===== src/rtl/alu_operand_stage.sv =====
// Decode-to-execute operand register: resolves forwarding for both sources,
// picks operand B (sign-extended immediate or rt), and registers the ALU inputs.
module alu_operand_stage (
  input  logic        clock,
  input  logic        reset_n,
  input  logic        stall,
  input  logic        flush,
  input  logic        in_valid,
  input  logic [31:0] rs_data,
  input  logic [31:0] rt_data,
  input  logic [4:0]  rs_addr,
  input  logic [4:0]  rt_addr,
  input  logic [4:0]  rd_addr,
  input  logic [15:0] immediate,
  input  logic        use_immediate,
  input  logic [1:0]  alu_op,
  input  logic        reg_write,
  input  logic        exmem_reg_write,
  input  logic [4:0]  exmem_rd_addr,
  input  logic [31:0] exmem_data,
  input  logic        memwb_reg_write,
  input  logic [4:0]  memwb_rd_addr,
  input  logic [31:0] memwb_data,
  output logic [31:0] input_data_A,
  output logic [31:0] input_data_B,
  output logic [1:0]  selector,
  output logic [4:0]  out_rd_addr,
  output logic        out_reg_write,
  output logic        out_valid
);

  // Slot semantics: in_valid marks a real instruction in decode; out_valid marks
  // a real instruction in the registered slot. There is no back-pressure
  // handshake: stall freezes the slot, flush or in_valid=0 loads a bubble.

  logic        exmem_hit_rs, memwb_hit_rs, exmem_hit_rt, memwb_hit_rt;
  logic [31:0] fwd_rs, fwd_rt, operand_b;

  // Register 0 is hardwired, so a zero address never matches a producer.
  assign exmem_hit_rs = exmem_reg_write && (exmem_rd_addr == rs_addr) && (rs_addr != 5'd0);
  assign memwb_hit_rs = memwb_reg_write && (memwb_rd_addr == rs_addr) && (rs_addr != 5'd0);
  assign exmem_hit_rt = exmem_reg_write && (exmem_rd_addr == rt_addr) && (rt_addr != 5'd0);
  assign memwb_hit_rt = memwb_reg_write && (memwb_rd_addr == rt_addr) && (rt_addr != 5'd0);

  always_comb begin
    fwd_rs = rs_data;
    if (exmem_hit_rs)      fwd_rs = exmem_data;
    else if (memwb_hit_rs) fwd_rs = memwb_data;

    fwd_rt = rt_data;
    if (exmem_hit_rt)      fwd_rt = exmem_data;
    else if (memwb_hit_rt) fwd_rt = memwb_data;

    operand_b = use_immediate ? {{16{immediate[15]}}, immediate} : fwd_rt;
  end

  always_ff @(posedge clock) begin
    if (!reset_n || flush || (!stall && !in_valid)) begin
      input_data_A  <= 32'd0;
      input_data_B  <= 32'd0;
      selector      <= 2'd0;
      out_rd_addr   <= 5'd0;
      out_reg_write <= 1'b0;
      out_valid     <= 1'b0;
    end else if (!stall) begin
      input_data_A  <= fwd_rs;
      input_data_B  <= operand_b;
      selector      <= alu_op;
      out_rd_addr   <= rd_addr;
      out_reg_write <= reg_write;
      out_valid     <= 1'b1;
    end
  end

endmodule


===== config.mk =====
export PLATFORM = sky130hd
export DESIGN_NAME = alu_operand_stage
export DESIGN_NICKNAME = d
export VERILOG_FILES = /design/src/rtl/alu_operand_stage.sv
export SDC_FILE = /design/constraint.sdc
export NUM_CORES = 1
export LEC_CHECK = 0
export ABC_AREA = 0
export BUFFER_PORTS_ARGS = -buffer_cell sky130_fd_sc_hd__buf_2
export CAP_MARGIN = 5
export CORE_MARGIN = 3
export CORE_UTILIZATION = 42
export CTS_BUF_LIST = sky130_fd_sc_hd__clkbuf_8
export DETAILED_ROUTE_END_ITERATION = 12
export GPL_ROUTABILITY_DRIVEN = 0
export PLACE_DENSITY = 0.81
export SYNTH_ARGS = -nofsm -noshare
export SYNTH_HDL_FRONTEND = slang
export SYNTH_SLANG_ARGS = --single-unit

===== constraint.sdc =====
create_clock -name clock -period 1.55 [get_ports clock]
set_input_delay 0.0775 -clock clock [delete_from_list [all_inputs] [get_ports clock]]
set_output_delay 0.0775 -clock clock [all_outputs]
set_load 0.05 [all_outputs]

==> results of run 1 <==
-- critical path, cell delays in order --
cell     delay [ns]
buf_2          0.12
or4_4          0.55
nor2_4         0.15
nor2_2         0.08
buf_4          0.17
a221o_1        0.33
a32o_1         0.26
-- how the worst max path moves through the flow --
stage,depth (start not counted),startpoint,slack [ns],end
floorplan,6,rt_addr[4],-0.07,input_data_B[1]
global placement,7,rt_addr[4],-0.26,input_data_B[21]
finish,7,rt_addr[4],0.06,input_data_B[21]
CTS,7,rt_addr[4],0.08,input_data_B[21]
detailed placement,7,rt_addr[4],-0.31,input_data_B[21]
global route,7,memwb_rd_addr[2],0.007,input_data_B[21]
-- flip-flops by register name (all words and copies together), names as in the netlist --
register / flops
out_rd_addr: 5
input_data_B: 32
out_reg_write: 1
out_valid: 1
selector: 2
input_data_A: 32
-- metrics by stage --
stage	setup WS (ns)	util, %	instances	setup TNS [ns]
floorplan	-0.07315	-	526	-2.228
global route	0.007139	62.96	935	0
detailed placement	-0.3106	59.17	904	-14.90
CTS	0.07702	62.96	935	0
finish	0.05937	62.96	935	0
global placement	-0.2607	59.17	904	-12.08
-- per-layer routing --
layer / global-route usage [%] / share of wire, % / vias up
met5: 0 / 0 / -
met4: 13.54 / 2.2 / 0
met3: 5.344 / 9.8 / 43
met2: 50.17 / 50 / 335
met1: 32.52 / 38 / 2617
li1: - / - / 2527
-- cells in the final DEF, fill, tap and decap left out --
cell type	instances
buf_2	252
dfxtp_1	73
nand2_1	66
a21oi_1	65
nand2b_1	50
mux2i_1	40
buf_4	35
o221ai_1	32
and3_1	32
a221o_1	32
a32o_1	32
xnor2_1	17
dlygate4sd3_1	15
nor2_1	10
clkbuf_8	9
buf_12	9
nand4_1	4
bufinv_16	3
or4_1	2
nor2_4	2
xor2_1	2
or2_2	2
clkinvlp_4	2
inv_2	1
o31a_1	1
nor3_2	1
or4_4	1
nor4_4	1
xnor2_4	1
or3_1	1
nor2_2	1
nand3_1	1
nor2b_1	1
o21a_1	1
clkinv_2	1
clkinv_4	1
-- cell families (layout without fill, tap and decap cells) --
kind of cell / count (synthesis) / in the layout / share of synthesized area (%)
AO/OA/AOI/OAI: 163 / 163 / 28.04
XOR/XNOR: 20 / 20 / 4.057
buffers and inverters: 55 / 328 / 5.974
flip-flops: 73 / 73 / 32.45
multiplexers: 40 / 40 / 8.891
AND/OR/NAND/NOR: 175 / 175 / 20.59
-- power groups by stage --
stage,clock network [W],logic [W],registers (W)
global route,0.00198,0.00140,0.00199
CTS,0.00189,0.00130,0.00198
finish,0.00186,0.00132,0.00198
global placement,0,0.00124,0.00202
detailed placement,0,0.00127,0.00203
floorplan,0,0.000489,0.00227
-- cell type report --
cell class	count	share of cell area (%)
Sequential cell	73	22.38
Inverter	1	0.05749
Multi-Input combinational cell	398	42.83
Clock buffer	9	1.897
Clock inverter	7	1.821
Tap cell	136	2.606
Timing Repair Buffer	311	28.40
-- timing repair --
action,4_1_cts,5_1_grt
hold buffers,15,0
setup endpoints to repair,0,0
hold endpoints to repair,15,0
==> key figures, run 1 <==
Place
  • Port bufs: 252
  • Detailed placement HPWL: 13060 um
  • Area post-placement: 0.006136 mm^2

Floorplanning
  • Row count: 37
  • Die width: 109.5 um
  • Die ar.: 0.01200 mm^2
  • Initial Util: 43.42%
  • Num ports: 253
  • Die span in y: 109.5 um
  • CORE AREA: 0.01037 mm^2

Clock tree
  • Sink Count: 73
  • H-Tree Depth: 3
  • CTS tree: yes
  • CTS buffer count: 9
  • Setup Buffers After CTS: 0
  • Reg clk slew, reported paths: 0.09 ns
  • Worst-Skew Late Latency: 0.35 ns
  • Bufs on Longest Clock Path: 2
  • Clk root buf: clkbuf_8
  • Cts repair resizes: 0

Synth
  • Synth area leaders: dfxtp_1 32%, mux2i_1 8.9%, a21oi_1 7.2%
  • Cells after Synth: 526
  • Synth top cells by count: 73 x dfxtp_1, 66 x nand2_1, 65 x a21oi_1, 50 x nand2b_1, 40 x mux2i_1
  • Synth warnings: 0
  • Post-Syn Area per Cell: 8.561 um^2
  • Post-synth EDFFs: 0
  • Asr flop ratio synth: 0%
  • Synth Cell Area: 0.004503 mm^2
  • FF+latch count, synth: 73
  • Synth top area share: 32.45%
  • Most frequent cell after synthesis: dfxtp_1
  • Synth Net Count: 706
  • Cell variety after synth: 31
  • Cell taking the most area after synthesis: dfxtp_1
  • Seq/Total Area, Yosys: 32.45%
  • Predominant post-synthesis flop cell: dfxtp_1

Routing
  • Drt initial violations: 506
  • Final WL: 17600 um
  • Avg WL per Cell: 18.82 um
  • DRT antenna net count: 0
  • Vias: 5522
  • DRC: 0
  • Vias/cell: 5.906
  • First drt pass iteration count: 7

Setup path
  • Crit Path Max Fanout: 10
  • Worst Reg2Reg Path Length in Cells: 3
  • Critical path arrival: 1.74 ns
  • RR Startpoint: input_data_B[19]
  • FF-to-FF End: input_data_B[19]
  • Crit path launch type: input pin
  • Setup crit end kind: flip-flop
  • CP Class: input pin to flip-flop
  • R2r setup slk: 0.66 ns
  • Worst path required time: 1.80 ns

Global route
  • Total GRT Usage: 28.28%
  • GRT overflow: 0
  • Pin count of the biggest net entering global routing: 34
  • Vias in the first global route: 5429
  • First-pass GRT wire length: 26870 um
  • Initial antenna violation count: 0

Run status
  • Status: complete, no violations

Pwr
  • Pwr/cell area: 790.9 mW/mm^2
  • Cell Int Power: 0.003561 W
  • Worst vdd ir: 0.4863 mV
  • Sw frac: 31.04%
  • Flop pwr share: 38.4%
  • Combinational Power Share: 25.5%
  • Clock power share: 36.1%
  • P_leak: 3.019 nW
  • Total power: 0.005164 W
  • Net Sw Power: 0.001603 W

STA
  • Fin crit share: 96.17%
  • Fin. Hold Viols: 0
  • RSZ-0062 raised after global routing: false
  • Worst Skew: 0 ns
  • FMAX: 670.9 MHz
  • Setup violators final: 0
  • Slew headroom: 50.66%
  • Hold Slack: 0.007714 ns
  • Pin slew with the least headroom to its limit: 0.7401 ns
  • Minimum clock period: 1.491 ns
  • Max-slew violation count: 0

Finish
  • N_diodes: 0
  • Synth-to-Final Area Change: 44.98%
  • Filler cells: 888
  • Share of post-route cells with drive strength above 1: 40.30%
  • Area occupied by multi-input gates: 0.002796 mm^2
  • Finished Cell Area: 0.006529 mm^2
  • Nets: 974
  • Register area: 0.001461 mm^2

Hold path
  • WHS Endpoint: input_data_A[29]
  • Worst hold path type: input pin to flip-flop
  • Worst hold path cell count: 3
  • Hold Path Origin: rs_data[29]

Job
  • Max Cap Violations: 0
Power figures use the tool's default switching activity.
==> inputs of run 2 (changes only) <==
Settings changed: PLACE_DENSITY 0.81 to 0.8.
==> run 2 against run 1 <==
Effect of this change:
- register-to-register slack gained 0.02 ns
- total power hardly changed
- die area did not move
==> key figures, run 2 (synthesis results as in run 1) <==
Routing
  • Vias: 5528 (+0.11%)
  • First drt pass iteration count: 5 (-2)
  • DRC: 0 (unchanged)
  • Drt initial violations: 464 (-8.3%)
  • DRT antenna net count: 0 (unchanged)
  • Final WL: 17710 um (+0.64%)
  • Vias/cell: 5.938 (+0.54%)
  • Avg WL per Cell: 19.02 um (+1.1%)

Global route
  • Pin count of the biggest net entering global routing: 49 (+44%)
  • GRT overflow: 0 (unchanged)
  • Vias in the first global route: 5426 (-0.055%)
  • Total GRT Usage: 28.42% (+0.14 points)
  • Initial antenna violation count: 1 (+1)
  • First-pass GRT wire length: 26680 um (-0.69%)

Pwr
  • Pwr/cell area: 795.0 mW/mm^2 (+0.52%)
  • Total power: 0.005168 W (about the same)
  • Worst vdd ir: 0.6463 mV (+33%)
  • P_leak: 3.000 nW (-0.64%)

Hold path
  • Worst hold path type: input pin to flip-flop

Floorplanning
  • Die ar.: 0.01200 mm^2 (unchanged)
  • Die width: 109.5 um (unchanged)
  • Num ports: 253 (unchanged)
  • Row count: 37 (unchanged)
  • Initial Util: 43.42% (unchanged)
  • Die span in y: 109.5 um (unchanged)
  • CORE AREA: 0.01037 mm^2 (unchanged)

Setup path
  • Crit path launch type: input pin
  • Critical path arrival: 1.74 ns (about the same)
  • Crit path buffers/inverters: 2 (unchanged)
  • Slowest CP cell: or4_4
  • Crit-path leading delay family: simple AND/OR/NAND/NOR gates
  • Crit Path Max Fanout: 10 (unchanged)
  • CP Class: input pin to flip-flop
  • Worst path required time: 1.80 ns (about the same)
  • Setup crit end kind: flip-flop
  • Slowest cell delay on critical path: 0.55 ns (about the same)
  • Worst-path cell chain: buf_2 > or4_4 > nor2_4 > nor2_2 > buf_4 > a221o_1 > a32o_1
  • R2r setup slk: 0.68 ns (+0.02 ns)

Clock tree
  • Sink Count: 73 (unchanged)
  • H-Tree Depth: 3 (unchanged)
  • Cts repair resizes: 0 (unchanged)
  • Clk root buf: clkbuf_8
  • Bufs on Longest Clock Path: 2 (unchanged)
  • CTS tree: yes
  • Cts hold-fix bufs: 10 (-5)
  • Worst-Skew Late Latency: 0.35 ns (about the same)
  • Setup Buffers After CTS: 0 (unchanged)
  • Reg clk slew, reported paths: 0.09 ns (about the same)
  • CTS buffer count: 9 (unchanged)

STA
  • Minimum clock period: 1.491 ns (+0.0004441 ns)
  • RSZ-0062 raised after global routing: false
  • Setup violators final: 0 (unchanged)
  • Fin crit share: 96.20% (about the same)
  • Final WS setup: 0.05893 ns (-0.0004441 ns)
  • Fin. Hold Viols: 0 (unchanged)
  • Max-slew violation count: 0 (unchanged)
  • FMAX: 670.7 MHz (about the same)
  • Pin slew with the least headroom to its limit: 0.8496 ns (+0.1095 ns)
  • Slew headroom: 43.36% (-7.3 points)
  • Worst Skew: 0 ns (unchanged)

Finish
  • Register area: 0.001461 mm^2 (unchanged)
  • Commonest non-fill, non-tap cell in the layout: buf_2
  • Most frequent cells in the layout: 252 x buf_2, 73 x dfxtp_1, 66 x nand2_1
  • Nets: 969 (-0.51%)
  • Area occupied by multi-input gates: 0.002800 mm^2 (+0.13%)
  • Filler cells: 885 (-0.34%)
  • Synth-to-Final Area Change: 44.35%
  • Share of post-route cells with drive strength above 1: 40.55% (+0.25 points)
  • Biggest regs: input_data_A: 32 flops, input_data_B: 32 flops, out_rd_addr: 5 flops

Place
  • Detailed placement HPWL: 13180 um (+0.88%)
  • Port bufs: 252 (unchanged)
  • Post-placement setup slack: -0.3085 ns (+0.002098 ns)

Run status
  • Status: complete, no violations

Job
  • Max Cap Violations: 0 (unchanged)
run 2: cell types whose count changed in the layout (fill, tap and decap cells not counted):
cell	delta
a21oi_1	-1
a21oi_2	+1
buf_12	+1
buf_4	-2
diode_2	+1
dlygate4sd3_1	-4
run 2: stage by stage:
| step | instances | instance area (um^2) | hold WS [ns] | util, % | setup TNS, ns |
|---|---|---|---|---|---|
| floorplan | 526 | 4519 | 0.2214 | - | -2.228 |
| global placement | 903 | 6145 | 0.3111 | 59.25 | -12.84 |
| detailed placement | 903 | 6145 | 0.3174 | 59.25 | -14.35 |
| CTS | 929 | 6487 | 0.001986 | 62.56 | 0 |
| global route | 931 | 6500 | 0.01758 | 62.68 | 0 |
| finish | 931 | 6500 | 0.01255 | 62.68 | 0 |
run 2: area by class of cell:
cell class | instances | area share (%)
flip-flops and latches | 73 | 22.48
repair buffers | 306 | 27.99
inverters | 1 | 0.05775
clock buffers | 9 | 1.906
clock inverters | 7 | 1.829
well taps | 136 | 2.618
multi-input cells | 398 | 43.08
diodes | 1 | 0.03850
run 2: layer usage:
layer / global-route usage, % / routed length [um]
met4: 12.29 / 493
met2: 50.70 / 8810
met5: 0 / 0
met3: 6.518 / 1681
met1: 32.26 / 6724
run 2: worst paths after layout:
kind / start / end / cells after the start
min reg2reg: out_valid / out_valid / 1
max reg2reg: input_data_B[3] / input_data_B[3] / 3
min: rs_data[24] / input_data_A[24] / 3
max: rt_addr[4] / input_data_B[21] / 7
run 2: tightest hold or removal path, cell delays in order:
cell     delay, ns
buf_2         0.08
mux2i_1       0.05
a21oi_1       0.13
run 2: power breakdown:
part	internal [W]	total [W]	switching, W
registers	0.00194	0.00199	0.0000406
clock network	0.00107	0.00187	0.000800
logic	0.000545	0.00131	0.000767
